==> src/rtl/data_sync_hs.sv <==
`default_nettype none
// ============================================================================
// Module      : data_sync_hs
// Description : Synchronizes an asynchronous bus qualifier into the CLK
//               domain, detects level-rise or toggle events, captures the
//               source bus on each accepted event and hands it to a
//               valid/ready consumer. Tracks dropped events and counts
//               accepted captures.
// Revision    : 1.0 - initial release
// ============================================================================
module data_sync_hs #(
  parameter int NUM_STAGES  = 2,
  parameter int BUS_WIDTH   = 8,
  parameter int TOGGLE_MODE = 0,
  parameter int CNT_WIDTH   = 8
) (
  input  logic                 CLK,
  input  logic                 RST,
  input  logic                 bus_enable,
  input  logic [BUS_WIDTH-1:0] unsync_bus,
  input  logic                 sync_ready,
  input  logic                 ovf_clr,
  output logic [BUS_WIDTH-1:0] sync_bus,
  output logic                 sync_valid,
  output logic                 enable_pulse,
  output logic                 overflow,
  output logic [CNT_WIDTH-1:0] event_cnt
);

  logic [NUM_STAGES-1:0] sync_chain_q;
  logic                  prev_en_q;
  logic                  sync_en;
  logic                  event_det;
  logic                  accept;
  logic                  drop;

  logic [BUS_WIDTH-1:0]  sync_bus_q,   sync_bus_d;
  logic                  sync_valid_q, sync_valid_d;
  logic                  enable_pulse_q;
  logic                  overflow_q,   overflow_d;
  logic [CNT_WIDTH-1:0]  event_cnt_q,  event_cnt_d;

  assign sync_en = sync_chain_q[NUM_STAGES-1];

  // Metastability chain plus one history flop for edge detection
  always_ff @(posedge CLK or negedge RST) begin
    if (!RST) begin
      sync_chain_q <= '0;
      prev_en_q    <= 1'b0;
    end else begin
      sync_chain_q <= {sync_chain_q[NUM_STAGES-2:0], bus_enable};
      prev_en_q    <= sync_en;
    end
  end

  // Event type selected at elaboration: any transition or rising edge only
  generate
    if (TOGGLE_MODE != 0) begin : g_toggle_evt
      assign event_det = sync_en ^ prev_en_q;
    end else begin : g_level_evt
      assign event_det = sync_en & ~prev_en_q;
    end
  endgenerate

  // A held word blocks a new one unless the consumer takes it on this edge
  assign accept = event_det & (~sync_valid_q | sync_ready);
  assign drop   = event_det &  sync_valid_q & ~sync_ready;

  // Next-state for the capture register, handshake, sticky flag and counter
  always_comb begin
    sync_bus_d   = sync_bus_q;
    sync_valid_d = sync_valid_q;
    event_cnt_d  = event_cnt_q;
    overflow_d   = overflow_q;
    if (accept) begin
      sync_bus_d   = unsync_bus;
      sync_valid_d = 1'b1;
      event_cnt_d  = event_cnt_q + CNT_WIDTH'(1);
    end else if (!event_det && sync_valid_q && sync_ready) begin
      sync_valid_d = 1'b0;
    end
    // A drop on the same edge as a clear keeps the flag set
    if (drop) begin
      overflow_d = 1'b1;
    end else if (ovf_clr) begin
      overflow_d = 1'b0;
    end
  end

  // Output registers; reset discards any held data immediately
  always_ff @(posedge CLK or negedge RST) begin
    if (!RST) begin
      sync_bus_q     <= '0;
      sync_valid_q   <= 1'b0;
      enable_pulse_q <= 1'b0;
      overflow_q     <= 1'b0;
      event_cnt_q    <= '0;
    end else begin
      sync_bus_q     <= sync_bus_d;
      sync_valid_q   <= sync_valid_d;
      enable_pulse_q <= event_det;
      overflow_q     <= overflow_d;
      event_cnt_q    <= event_cnt_d;
    end
  end

  assign sync_bus     = sync_bus_q;
  assign sync_valid   = sync_valid_q;
  assign enable_pulse = enable_pulse_q;
  assign overflow     = overflow_q;
  assign event_cnt    = event_cnt_q;

endmodule
`default_nettype wire
==> config.mk <==
export PLATFORM = sky130hd
export DESIGN_NAME = data_sync_hs
export DESIGN_NICKNAME = d
export VERILOG_FILES = /design/src/rtl/data_sync_hs.sv
export SDC_FILE = /design/constraint.sdc
export NUM_CORES = 1
export LEC_CHECK = 0
export BUFFER_PORTS_ARGS = -buffer_cell sky130_fd_sc_hd__buf_4
export CAP_MARGIN = 20
export CORE_MARGIN = 10
export CORE_UTILIZATION = 47
export CTS_BUF_LIST = sky130_fd_sc_hd__clkbuf_16
export CTS_CLUSTER_DIAMETER = 120
export DETAILED_ROUTE_END_ITERATION = 7
export PLACE_DENSITY = 0.78
export SLEW_MARGIN = 10
export SYNTH_ARGS = -nofsm -noshare
export SYNTH_HDL_FRONTEND = slang
export SYNTH_SLANG_ARGS = --single-unit
==> constraint.sdc <==
create_clock -name CLK -period 1.9 [get_ports CLK]
set_clock_uncertainty 0.05 [all_clocks]
set_input_delay 0.285 -clock CLK [delete_from_list [all_inputs] [get_ports CLK]]
set_output_delay 0.285 -clock CLK [all_outputs]
set_load 0.05 [all_outputs]
# Yosys cells after proc, flatten, opt, wreduce, memory -nomap -nowiden
# Index checks and enable logic that the tools add are counted.
# W data, S select, Z words.
totals:
  reg_bits: 22
  output_inout_bits: 19
  word_cells: 25
classes:
  add_sub_neg: 1
  muxes: 4
  bitwise: 8
  reduce_logical: 5
ops:
  columns: ["operator", "count"]
  rows:
  - ["$add A8 B1 Y8 const B", 1]
  - ["$and A1 B1 Y1", 4]
  - ["$mux W1", 4]
  - ["$reduce_bool A2 Y1", 2]
  - ["$not A1 Y1", 3]
  - ["$logic_and A1 B1 Y1", 2]
  - ["$logic_not A1 Y1", 1]
  - ["$or A1 B1 Y1", 1]

# Logic depth before layout (Yosys ltp)
logic_depth:
  word_depth: 7
  mapped_depth: 5
  mapped_depth_nobuf: 4

# Least setup slack after synthesis
# Ideal clock, no wire load.
synth_path:
  kind: "reg-to-reg"
  start: "register sync_valid_q, in the netlist sync_valid"
  end: "register event_cnt_q[1], in the netlist event_cnt[1]"
  arrival_ps: 1362
  required_ps: 1725
  path_slack_ps: 363
  stages_incl_launch_ff: 4
  path_buffers: 0
  path_cell_list: "dfrtp_1 and2b_4 nor2_8 mux2_4"
synth_via:
  elab_chain_cells: 3
synth_lines:
  columns: ["item", "line_no", "text"]
  rows:
  - ["start: declaration", "38", "logic sync_valid_q, sync_valid_d;"]
  - ["start signal: assignment", "100", "sync_valid_q <= sync_valid_d;"]
  - ["$not A1 Y1", "66", "assign accept = event_det & (~sync_valid_q | sync_ready);"]
  - ["$or A1 B1 Y1", "66", null]
  - ["$and A1 B1 Y1", "66", null]
  - ["end signal: assignment", "103", "event_cnt_q <= event_cnt_d;"]
  - ["end: declaration", "41", "logic [CNT_WIDTH-1:0] event_cnt_q, event_cnt_d;"]
# No other way between the ends.
# A chain may end at the register's enable or synchronous reset.

# Worst setup path in the final report
layout_path:
  start: "register sync_valid_q, in the netlist sync_valid"
  end: "register sync_bus_q[2], in the netlist sync_bus[2]"
layout_via:
  elab_chain_cells: 3
layout_lines:
  columns: ["item", "line_no", "text"]
  rows:
  - ["$not A1 Y1", "66", null]
  - ["$or A1 B1 Y1", "66", null]
  - ["$and A1 B1 Y1", "66", null]
  - ["end signal: assignment", "99", "sync_bus_q <= sync_bus_d;"]
  - ["end: declaration", "37", "logic [BUS_WIDTH-1:0] sync_bus_q, sync_bus_d;"]
# No other way between the ends.

==> impl_metrics.ini <==
[run_status]
status = finished, final reports clean

[worst_setup_path]
endpoint_kind = register
cp_slowest_cell = dfrtp_1
crit_chain = and2b_4, nor2_8, mux2_4
rr_worst_depth = 3
critPathCapture = sync_bus[2]
rr_startpoint = sync_valid
crit_cells = 3
critical_path.top_delay_family = simple AND/OR/NAND/NOR gates
crit_start = sync_valid
cp_max_fo = 10
reg2reg_slack_ns = 0.58
cp_data_required_time_ns = 1.98
startpoint_type = register
critical_path_class = reg -> reg
r2r_end = sync_bus[2]
arrival_ns = 1.40
crit_path_max_incr_delay_ns = 0.39
path_buf_inv = 0

[floorplan]
die_h_um = 64.5
rows = 16
ioPinCount = 32
start_util_pct = 48.5
core_area_sq_mm = 0.00192
dieArea_sq_mm = 0.00416
chipWidth_um = 64.5

[timing]
fmax_mhz = 757
post-route-period-util_pct = 69.5
slew_violations = 0
post-route-min-period_ns = 1.32
rsz0062_at_grt = false
setup_viol = 0
tightestPinTransition_ns = 0.305
relSlewSlack_pct = 79.5
fin_setup_tns_ns = 0
final_hold_viol_count = 0

[drt]
viasPerCell = 4.78
drt-wirelength-per-cell_um = 14.1
drt_first_iter_violations = 14
drcViolationCount = 0
vias = 578
wl_um = 1710
detail-route-antenna-nets = 0
firstDrtPassIters = 3

[clocking]
root_buffer = clkbuf_16
cts.sinks = 22
h-tree-depth = 1
insertion_delay_ns = 0.25
cts_buffer_depth = 2
path_clk_slew_ns = 0.05
cts_buffers = 3
cts_tree = built
cts_resized = 0

[synthesis]
yosysTopAreaCellShare_pct = 59.1
synthCells = 60
ys_ff_latch = 22
syn_avg_cell_area_sq_um = 15.5
synth_nets = 74
synth_warnings = 0
synth_area_sq_um = 932
yosys.area.top_type = dfrtp_1
synth-seq-area-share_pct = 59.1
ys_types = 16
synthTopCellsByArea = dfrtp_1 (59%), mux2_4 (14%), nor4_2 (6.7%)

[power_and_ir_drop]
peakVddDrop_mv = 0.900
p_total_mw = 2.02
p_leak_nw = 0.600
powerDensity_mw_per_mm2 = 1590

[placed_design]
port_buffers = 31
place_area_sq_mm = 0.00119
hpwl_um = 1360
gp_congestion = 0.802

[global_route]
grt_usage_pct = 8.90
grt_pass1_vias = 674
grt_overflow_total = 0
grt_max_degree = 23
grt_pass1_wl_um = 3020
antenna_found_initial = 0

[hold_path]
hp-class = in -> reg
holdPathStages = 1

[final_layout]
num_antenna_cells = 0
postLayoutCellArea_sq_mm = 0.00127
n_fill_cell = 146
synthToLayoutAreaGrowth_pct = 36.5
fin_nets = 110
drive_gt1_share_pct = 54.3

[job]
drv_cap = 0
==> worst min-delay path by stage <==
stage | startpoint | slack [ns] | endpoint
6_report | bus_enable | 0.09 | sync_chain_q[0]
5_1_grt | bus_enable | 0.09 | sync_chain_q[0]
4_1_cts | bus_enable | 0.09 | sync_chain_q[0]
3_5_place_dp | RST | 0.14 | event_cnt[2]
3_3_place_gp | RST | 0.13 | event_cnt[4]
2_1_floorplan | RST | -0.06 | enable_pulse
==> synth_stat cells <==
cell	number
nor4_2	5
ha_1	1
nand4_1	1
xor2_1	6
nand2b_4	1
nand2b_1	1
inv_1	3
nor2_8	1
xnor2_1	1
dfrtp_1	22
and2b_4	1
nand3_1	2
o22ai_1	1
mux2_4	9
nand2_1	4
buf_6	1
==> worst register-to-register path: stages, from the launching register on <==
cell and delay, ns:
dfrtp_1 0.39, and2b_4 0.22, nor2_8 0.22, mux2_4 0.33
==> per-layer routing <==
metal	global-route usage (%)	vias up	part of all wire (%)	wire [um]
li1	-	274	-	-
met1	10.2	277	42	726
met2	13.2	25	46	782
met3	4.64	2	11	183
met4	4.81	0	1.1	18
met5	0	-	0	0
==> report_power, final <==
group          leakage, nW  total, mW  switching, mW  internal (mW)
clock               0.0370      0.417          0.140          0.277
sequential           0.255      0.707          0.115          0.592
combinational        0.308      0.900          0.598          0.301
==> registers in the layout, summed over array words and instances, names as in the netlist <==
register      flops
sync_valid        1
enable_pulse      1
event_cnt         8
overflow          1
sync_chain_q      2
sync_bus          8
prev_en_q         1
==> cells in the final DEF, fill, tap and decap left out <==
cell type       n
and2b_4         1
buf_4          31
clkbuf_16       3
dfrtp_1        22
dlygate4sd3_1   1
ha_1            1
inv_1           3
mux2_4          9
nand2_1         4
nand2b_1        1
nand2b_4        1
nand3_1         2
nand4_1         1
nor2_8          1
nor4_2          5
o22ai_1         1
xnor2_1         1
xor2_1          6
==> per-stage QoR <==
step	utilization (%)	hold slack [ns]	worst slack [ns]	instances
final	66.2	0.0949	0.579	121
after global routing	66.2	0.0864	0.508	121
after CTS	66.2	0.0892	0.563	121
after detailed placement	61.8	0.136	0.570	117
after global placement	61.8	0.129	0.599	117
after floorplan	-	-0.0606	0.363	60
==> layout make-up <==
class	instances	area (sq um)	area share [%]
flip-flops and latches	22	551	43.3
multi-input cells	34	359	28.2
repair buffers	32	243	19.1
clock buffers	3	75.1	5.90
well taps	27	33.8	2.65
inverters	3	11.3	0.885
==> repair_timing <==
item	in CTS	in global routing
hold buffers	1	0
endpoints found under the hold margin	22	0
setup buffers	0	0
==> logic make-up (layout without fill, tap and decap cells) <==
| group | Yosys count | in the layout | share of synthesized area, % |
|---|---|---|---|
| xor gates and xnor gates | 7 | 7 | 6.58 |
| AOI/OAI and AO/OA | 1 | 1 | 0.672 |
| adders and majority gates | 1 | 1 | 1.34 |
| DFF | 22 | 22 | 59.1 |
| buffers and inverters | 4 | 38 | 2.42 |
| and+or+nand+nor | 16 | 16 | 15.4 |
| muxes | 9 | 9 | 14.5 |
(Power assumes the default switching activity.)
